File: config.mk
export PLATFORM = sky130hd
export DESIGN_NAME = regfile_write_arbiter
export DESIGN_NICKNAME = d
export VERILOG_FILES = /design/src/rtl/regfile_write_arbiter.sv
export SDC_FILE = /design/constraint.sdc
export NUM_CORES = 1
export LEC_CHECK = 0
export ABC_AREA = 0
export ABC_CLOCK_PERIOD_IN_PS = 1600
export CAP_MARGIN = 30
export CORE_MARGIN = 5
export CORE_UTILIZATION = 37
export CTS_CLUSTER_SIZE = 20
export DETAILED_ROUTE_END_ITERATION = 16
export PLACE_DENSITY = 0.74
export SYNTH_ARGS = -nofsm -noshare
export SYNTH_HDL_FRONTEND = slang
export SYNTH_SLANG_ARGS = --single-unit
File: constraint.sdc
create_clock -name Clk -period 1.6 [get_ports Clk]
set_input_delay 0.16 -clock Clk [delete_from_list [all_inputs] [get_ports Clk]]
set_output_delay 0.16 -clock Clk [all_outputs]
set_load 0.01 [all_outputs]
File: src/rtl/regfile_write_arbiter.sv
// Shares the single RegisterFile write port between ALU writeback (requester 0)
// and load writeback (requester 1). After reset it clears every register to
// CLEAR_VALUE, then arbitrates the two requesters round-robin.
module regfile_write_arbiter #(
    parameter int unsigned           NUM_REGS    = 32,
    parameter int unsigned           ADDR_W      = 5,
    parameter int unsigned           DATA_W      = 32,
    parameter int unsigned           CNT_W       = 16,
    parameter logic [DATA_W-1:0]     CLEAR_VALUE = '0
) (
    input  logic              Clk,
    input  logic              Rst_n,
    input  logic              Req0Valid,
    input  logic [ADDR_W-1:0] Req0Reg,
    input  logic [DATA_W-1:0] Req0Data,
    output logic              Req0Ready,
    input  logic              Req1Valid,
    input  logic [ADDR_W-1:0] Req1Reg,
    input  logic [DATA_W-1:0] Req1Data,
    output logic              Req1Ready,
    output logic              RegWrite,
    output logic [ADDR_W-1:0] WriteRegister,
    output logic [DATA_W-1:0] WriteData,
    output logic              InitBusy,
    output logic [CNT_W-1:0]  ContentionCnt
);

    typedef enum logic [0:0] {
        CLEAR = 1'b0,
        RUN   = 1'b1
    } state_t;

    localparam logic [ADDR_W-1:0] LAST_IDX = ADDR_W'(NUM_REGS - 1);
    localparam logic [CNT_W-1:0]  CNT_MAX  = {CNT_W{1'b1}};

    state_t            state;
    logic [ADDR_W-1:0] clearIdx;
    logic              rrPtr;
    logic              bothValid;

    // Grant decode: only in RUN, pointer breaks ties when both are valid.
    always_comb begin
        bothValid = Req0Valid & Req1Valid;
        Req0Ready = 1'b0;
        Req1Ready = 1'b0;
        if (state == RUN) begin
            Req0Ready = Req0Valid & (~Req1Valid | ~rrPtr);
            Req1Ready = Req1Valid & (~Req0Valid |  rrPtr);
        end
    end

    // Clear sequencer, arbitration state and registered write-port outputs.
    always_ff @(posedge Clk or negedge Rst_n) begin
        if (!Rst_n) begin
            state         <= CLEAR;
            clearIdx      <= '0;
            rrPtr         <= 1'b0;
            RegWrite      <= 1'b0;
            WriteRegister <= '0;
            WriteData     <= '0;
            InitBusy      <= 1'b1;
            ContentionCnt <= '0;
        end else begin
            case (state)
                CLEAR: begin
                    RegWrite      <= 1'b1;
                    WriteRegister <= clearIdx;
                    WriteData     <= CLEAR_VALUE;
                    clearIdx      <= clearIdx + ADDR_W'(1);
                    if (clearIdx == LAST_IDX) begin
                        state    <= RUN;
                        InitBusy <= 1'b0;
                    end
                end
                RUN: begin
                    // Register 0 is hardwired: the handshake completes but the write is dropped.
                    if (Req0Ready) begin
                        RegWrite      <= (Req0Reg != '0);
                        WriteRegister <= Req0Reg;
                        WriteData     <= Req0Data;
                    end else if (Req1Ready) begin
                        RegWrite      <= (Req1Reg != '0);
                        WriteRegister <= Req1Reg;
                        WriteData     <= Req1Data;
                    end else begin
                        RegWrite      <= 1'b0;
                    end
                    // A contended cycle always grants one side, so the pointer hands off.
                    if (bothValid) begin
                        rrPtr <= ~rrPtr;
                        if (ContentionCnt != CNT_MAX) begin
                            ContentionCnt <= ContentionCnt + CNT_W'(1);
                        end
                    end
                end
                default: begin
                    state <= CLEAR;
                end
            endcase
        end
    end

endmodule

# Yosys cells after proc, flatten, opt, wreduce, memory -nomap -nowiden
# Cells that the tools add are included.
word_totals:
  regBits: 62
  wordCells: 40
op_classes:
  n_addsub: 2
  n_eq_ne: 3
  n_mux: 13
  bitwise: 9
  n_reduce_logical: 5
ops:
  columns: ["operator", "n"]
  rows:
  - ["$mux 32", 2]
  - ["$pmux 32 s2", 1]
  - ["$add 16x1->16 const B", 1]
  - ["$ne 16x16->1 const B", 1]
  - ["$mux 5", 2]
  - ["$pmux 5 s2", 1]
  - ["$reduce_bool 5->1", 2]
  - ["$mux 1", 6]
  - ["$add 5x1->5 const B", 1]
  - ["$eq 5x5->1 const B", 1]
  - ["$not 1->1", 4]
  - ["$reduce_and 2->1", 2]
  - ["$and 1x1->1", 3]
  - ["$ne 3x3->1 const B", 1]
  - ["$reduce_and 3->1", 1]
  - ["$or 1x1->1", 2]
  - ["$pmux 1 s2", 1]

# Logic depth before layout (Yosys ltp)
# Gate-level depths: netlist of run 1.
depth:
  ltp_word: 7
  depth_mapped: 6

# Worst setup path after synthesis of run 1
# No wires, ideal clock.
synth_path:
  path_kind: "register to register"
  start: "reg ContentionCnt[0]"
  end: "reg ContentionCnt[7]"
  setup_time_ns: 0.080
  arrival_time_ns: 1.610
  setup_slack_ns: -0.090
  stages_incl_launch_ff: 6
  synth_period_minus_slack_ns: 1.690
  path_cell_list: "dfrtp_1 ha_1 nand4_4 or4_4 nand4_1 xnor2_1"
synth_between:
  elab_chain_cells: 2
synth_lines:
  columns: ["item", "line", "source"]
  rows:
  - ["start, declared", "25", "output logic [CNT_W-1:0] ContentionCnt"]
  - ["start signal, assigned", "92", "ContentionCnt <= ContentionCnt + CNT_W'(1);"]
  - ["parallel branches: the longest is 2 deep, another holds $add 16x1->16", null, null]
# Parallel ways; which one is timed is not known.
# A chain may end at the register's enable or synchronous reset.

# Final worst setup path of run 1
layout_path:
  start: "reg ContentionCnt[0]"
  end: "reg ContentionCnt[9]"
# Same word-level chain as after synthesis.

==> flow_summary_export.csv, run 1 <==
group,metric,value,unit
clock_tree,cts_tree,"yes",
global_route,grt_pass1_vias,2724,
drt,dr_wl_met2,4410,um
sta,slew_violations,0,
clock_tree,clk_pin_slew_worst_paths,70,ps
setup_path,cp-start-kind,"flip-flop",
sta,setup_viol,0,
die,die_area,9510,sq um
logic_synthesis,ys_seq_area_share,54.8,%
status,status,"completed",
power,vdd_drop_max,544,uV
cells_and_area,syn2layout_area_growth,67.0,%
setup_path,cp_max_fo,6,
cells_and_area,fillCellCount,625,
drt,firstDrtPassIters,5,
placed_design,io_buffers,134,
placed_design,place_area,4500,sq um
logic_synthesis,yosysTopAreaCell,"dfrtp_1",
power,p_leak,2.23,nW
logic_synthesis,synth_area_leaders,"dfrtp_1 (54%), a222oi_1 (11%), inv_1 (4.5%)",
die,core,7610,sq um
logic_synthesis,synth_flop_cell,"dfrtp_1",
placed_design,hpwl,6510,um
sta,clock_skew,5.26,ps
clock_tree,cts-root-buf,"clkbuf_8",
cells_and_area,multi_input_area,1120,sq um
sta,period_needed,1550,ps
power,power,4.79,mW
worst_hold_path,hold_path_class,"in -> async",
global_route,grt-ovfl-total,0,
logic_synthesis,yosysUniqueCellTypes,36,
clock_tree,clkSinkCount,62,
drt,via_count,2715,
die,die_w,97.5,um
drt,dr_wl_met3,634,um
placed_design,place_congestion,0.841,
sta,hold_viol,0,
logic_synthesis,yosysTopAreaCellShare,53.9,%
setup_path,worst_setup_path_end_kind,"flip-flop",
sta,fmax,645,MHz
drt,routed_wl,8740,um
drt,highest_layer,"met4",
logic_synthesis,syn_avg_cell_area,11.2,sq um
drt,drtIter0Drc,214,
setup_path,cp.arrival,1790,ps
sta,finalSetupTns,0,ps
setup_path,r2r_slack,50,ps
drt,viasPerCell,5.20,
logic_synthesis,synth_edf_count,0,
clock_tree,clock_latency,320,ps
sta,maxSlewHeadroom,74.4,%
drt,drc_errors,0,
die,row_count,32,
global_route,antenna_found_initial,0,
logic_synthesis,synth.cell_area,2830,sq um
sta,fin_ws,50.8,ps
sta,rsz0062_at_grt,"true",
clock_tree,cts_buffers,9,
logic_synthesis,synth_fp_nets,334,
power,powerDensity,1010,nW/um^2
die,die_y,97.5,um
sta,period_share,96.8,%
sta,tightest_slew,382,ps
cells_and_area,num-nets-final,498,
cells_and_area,fin_util,62.2,%
sta,fin_hold_ws,268,ps
clock_tree,htree_levels,3,
logic_synthesis,synth_most_common_cell,"dfrtp_1",
setup_path,crit_type,"reg -> reg",
logic_synthesis,synth-async-reset-ratio,100,%
global_route,grt_use_total,18.0,%
cells_and_area,fin_area,4730,sq um
setup_path,critPathRequiredTime,1840,ps
placed_design,dp_cells,502,
logic_synthesis,synth_common_cells,"dfrtp_1 (61), inv_1 (34), a222oi_1 (32), nand3_1 (19), nor2_1 (14)",
die,initial_core_util,37.2,%
setup_path,reg2reg_depth,5,
cells_and_area,drive_gt1_share,15.7,%
drt,detail_route.wl_per_cell,16.7,um
drt,ant_nets,0,
logic_synthesis,ys.warnings.count,0,
global_route,grt_start_max_net_pins,33,
cells_and_area,final-seq-area,1560,sq um
cells_and_area,instances_no_fill,522,
global_route,grt_pass1_wl,13800,um
die,io-pin-count,135,
drt,met1_length,3620,um
placed_design,dp_slack,-271,ps
cells_and_area,antennaDiodeCount,0,
clock_tree,max-clock-path-buffers,2,
run,maxCapViolCount,0,
logic_synthesis,synthCells,253,
logic_synthesis,ys_ff_latch,62,
critical path: stages, from the launching register on:
cell,delay [ps]
dfrtp_2,390
ha_4,160
nand4_4,140
or4_4,540
nand4_1,130
xnor2_1,120
worst paths after layout:
kind	to	startpoint
setup / recovery	ContentionCnt[9]	ContentionCnt[0]
hold / removal	WriteData[7]	Rst_n
setup reg to reg	ContentionCnt[9]	ContentionCnt[0]
hold reg to reg	InitBusy	InitBusy
max in group asynchronous	InitBusy	Rst_n
min in group Clk	WriteData[18]	Req1Data[18]
cell type report:
class / instances / share of cell area [%]
repair buffers: 166 / 34.8
flip-flops and latches: 62 / 32.9
multi-input cells: 144 / 23.6
clock buffers: 12 / 3.07
inverters: 34 / 2.70
well taps: 102 / 2.70
clock inverters: 2 / 0.212
cell usage in the layout, fill, tap and decap left out, types with 3 or more instances in the layout:
cell             synthesis  layout
dlymetal6s2s_1           0       3
xor2_1                   5       5
xnor2_1                 11      11
a222oi_1                32      32
nor2_1                  14      13
clkdlybuf4s50_1          0     128
buf_12                   0       3
buf_4                    0      25
o21ai_0                  9       9
inv_1                   34      33
a22o_1                   5       5
nand3_1                 19      19
nor3_1                   4       4
dfrtp_1                 61      59
and3_1                   3       3
nand2_1                  7       7
mux2_2                   4       4
nand4_1                  8       8
clkbuf_8                 0      10
logic make-up after synthesis:
| group | synth area share [%] |
|---|---|
| AO/OA/AOI/OAI | 15.3 |
| XOR/XNOR | 4.95 |
| adder cells (fa/ha/maj) | 1.33 |
| buffers and inverters | 6.58 |
| flip-flops | 54.8 |
| multiplexers | 1.59 |
| AND/OR/NAND/NOR | 15.4 |
sequential cells by signal, indices dropped and copies added, names as in the netlist:
register and flops:
ContentionCnt 16, WriteRegister 5, WriteData 32, RegWrite 1, state 1, rrPtr 1, clearIdx 5, InitBusy 1
per-layer routing:
| layer | vias up | track usage, % |
|---|---|---|
| li1 | 1285 | - |
| met1 | 1312 | 22.1 |
| met2 | 111 | 31.3 |
| met3 | 7 | 5.24 |
| met4 | 0 | 4.15 |
| met5 | - | 0 |
timing repair:
action	4_1_cts	5_1_grt
setup buffers	0	4
endpoints found under the setup margin	5	36
pin swaps	1	6
hold endpoints to repair	9	0
gates cloned	1	0
hold buffers	1	0
resized for setup	2	11
report_power, final:
part	internal (mW)	switching, mW
logic	0.982	0.695
registers	1.83	0.157
clock network	0.583	0.548
total	3.39	1.40
No activity file was read; power rests on OpenSTA's default activity.
==> run 2: changes to the inputs <==
ABC_AREA = 1   (was 0)
CORE_UTILIZATION = 39   (was 37)
CTS_CLUSTER_DIAMETER = 150   (was not set)
==> flow_summary_export.csv, run 2 <==
group,metric,value,unit
die,die_y,100,um
logic_synthesis,ys.warnings.count,0,
setup_path,worst_setup_path_end_kind,"output port",
logic_synthesis,synth_common_cells,"nand2_1 (146), dfrtp_1 (61), nor2_1 (54), o21ai_0 (52), inv_1 (25)",
setup_path,cp-start-kind,"flip-flop",
cells_and_area,layout_commonest_cell,"nand2_1",
sta,fmax,651,MHz
die,row_count,33,
placed_design,io_buffers,134,
drt,via_count,3335,
cells_and_area,largestRegisters,"WriteData (32), ContentionCnt (16)",
sta,slew_violations,0,
die,core,8090,sq um
clock_tree,cts_buffers,9,
cells_and_area,syn2layout_area_growth,56.6,%
sta,fin_hold_ws,174,ps
power,powerDensity,1010,nW/um^2
logic_synthesis,synth.cell_area,3180,sq um
setup_path,critPathRequiredTime,1440,ps
global_route,grt_start_max_net_pins,60,
die,io-pin-count,135,
clock_tree,cts_tree,"yes",
drt,drc_errors,0,
drt,drtIter0Drc,149,
sta,tightest_slew,325,ps
setup_path,cp_slowest_cell,"clkdlybuf4s50_1",
cells_and_area,fin_area,4970,sq um
clock_tree,cts-root-buf,"clkbuf_8",
logic_synthesis,synth_edf_count,0,
drt,viasPerCell,4.90,
logic_synthesis,synth_fp_nets,504,
cells_and_area,antennaDiodeCount,0,
power,p_leak,2.26,nW
die,initial_core_util,39.2,%
placed_design,place_congestion,0.880,
die,die_w,100,um
setup_path,cp_max_fo,5,
placed_design,hpwl,6870,um
cells_and_area,mostFrequentLayoutCells,"nand2_1 (146), clkdlybuf4s50_1 (130), dfrtp_1 (59)",
logic_synthesis,ys_ff_latch,62,
logic_synthesis,synth_area_leaders,"dfrtp_1 (48%), nand2_1 (17%), o21ai_0 (8.2%)",
global_route,grt_use_total,19.4,%
global_route,grt_pass1_wl,15800,um
setup_path,crit_type,"reg -> out",
clock_tree,clkSinkCount,62,
sta,hold_viol,0,
sta,setup_viol,0,
logic_synthesis,synth_flop_cell,"dfrtp_1",
placed_design,dp_slack,-123,ps
cells_and_area,instances_no_fill,680,
sta,finalSetupTns,0,ps
power,vdd_drop_max,608,uV
setup_path,reg2reg_depth,7,
cells_and_area,num-nets-final,651,
logic_synthesis,yosysUniqueCellTypes,24,
sta,period_share,96.0,%
clock_tree,max-clock-path-buffers,2,
cells_and_area,top_register,"WriteData",
cells_and_area,largest_reg_flops,32,
cells_and_area,drive_gt1_share,8.52,%
drt,routed_wl,9780,um
clock_tree,clk_pin_slew_worst_paths,70,ps
logic_synthesis,synth-async-reset-ratio,100,%
logic_synthesis,synth_most_common_cell,"nand2_1",
logic_synthesis,yosysTopAreaCell,"dfrtp_1",
logic_synthesis,ys_seq_area_share,48.9,%
run,maxCapViolCount,0,
status,status,"completed",
sta,fin_ws,64.0,ps
setup_path,crit_path_max_incr_delay,530,ps
global_route,antenna_found_initial,0,
clock_tree,clock_latency,330,ps
sta,maxSlewHeadroom,78.3,%
setup_path,cp.arrival,1380,ps
drt,firstDrtPassIters,6,
die,die_area,10000,sq um
global_route,grt-ovfl-total,0,
drt,ant_nets,0,
sta,period_needed,1540,ps
drt,detail_route.wl_per_cell,14.4,um
setup_path,path_cells,"buf_4 -> clkdlybuf4s50_1",
clock_tree,htree_levels,3,
sta,clock_skew,8.13,ps
placed_design,place_area,4730,sq um
logic_synthesis,synthCells,423,
placed_design,dp_cells,662,
logic_synthesis,yosysTopAreaCellShare,48.1,%
logic_synthesis,syn_avg_cell_area,7.51,sq um
worst_hold_path,hold_path_class,"in -> async",
global_route,grt_pass1_vias,3318,
-- run 2: cell types whose count changed after synthesis, sizes merged, moves of 5 or more --
| cell | previous run | this run |
|---|---|---|
| xnor2 | 11 | 5 |
| a222oi | 32 | 0 |
| a22o | 5 | 0 |
| o21ai | 9 | 72 |
| inv | 34 | 27 |
| nor2 | 14 | 55 |
| nand3 | 20 | 12 |
| nand2 | 7 | 149 |
-- run 2: timing repair --
action / CTS / global route
hold buffers: 1 / 0
setup endpoints to repair: 2 / 18
gates resized for setup: 3 / 9
setup buffers: 0 / 0
hold endpoints to repair: 62 / 0
cloned: 0 / 1
pin swaps: 0 / 1
-- run 2: final timing paths --
path	slack (ps)	from	endpoint
max reg2reg	150	ContentionCnt[0]	ContentionCnt[14]
min in group Clk	420	Req0Data[20]	WriteData[20]
min reg2reg	480	InitBusy	InitBusy
max in group asynchronous	890	Rst_n	ContentionCnt[2]
max	60	ContentionCnt[9]	ContentionCnt[9]
min	170	Rst_n	WriteRegister[4]
-- run 2: cells by family after synthesis --
kind of cell	count (synthesis)	share of synthesized area (%)
compound gates	75	11.9
xor+xnor	12	3.31
fa+ha+maj	3	1.18
buf+inv	46	6.50
flops	62	48.9
simple gates	225	28.2
-- run 2: critical path, delay by kind of cell (launching register included) --
kind	cells	cell delay [ps]
buffers and inverters	2	670
DFF	1	370
-- run 2: cell type report --
class / instances / area, sq um
Clock inverter: 3 / 42.5
Sequential cell: 62 / 1560
Tap cell: 105 / 131
Multi-Input combinational cell: 316 / 1450
Inverter: 28 / 105
Clock buffer: 13 / 159
Timing Repair Buffer: 153 / 1540
Fill cell: 736 / 3120
-- run 2: stage by stage --
| step | util [%] | total power, mW |
|---|---|---|
| floorplan | - | 2.67 |
| global placement | 58.5 | 3.59 |
| detailed placement | 58.5 | 3.63 |
| CTS | 61.1 | 5.08 |
| global route | 61.5 | 5.35 |
| finish | 61.5 | 5.05 |
-- run 2: routing by layer --
metal,GRT usage (%),vias up,share of wire [%]
met3,4.73,18,6.7
li1,-,1634,-
met1,24.5,1575,42
met4,6.42,0,2.1
met2,32.4,108,49
met5,0,-,0
-- run 2: where the power goes --
group / leakage [nW] / internal, mW / total [mW] / switching [mW]
Combinational: 1.41 / 0.870 / 1.63 / 0.761
Sequential: 0.751 / 1.81 / 1.99 / 0.173
Clock: 0.0996 / 0.805 / 1.43 / 0.624
Total: 2.26 / 3.49 / 5.05 / 1.56
==> run 3: changes to the inputs <==
CAP_MARGIN = not set   (was 30)
==> results of run 3 <==
Final layout, timing and power as in run 2 (identical DEF).
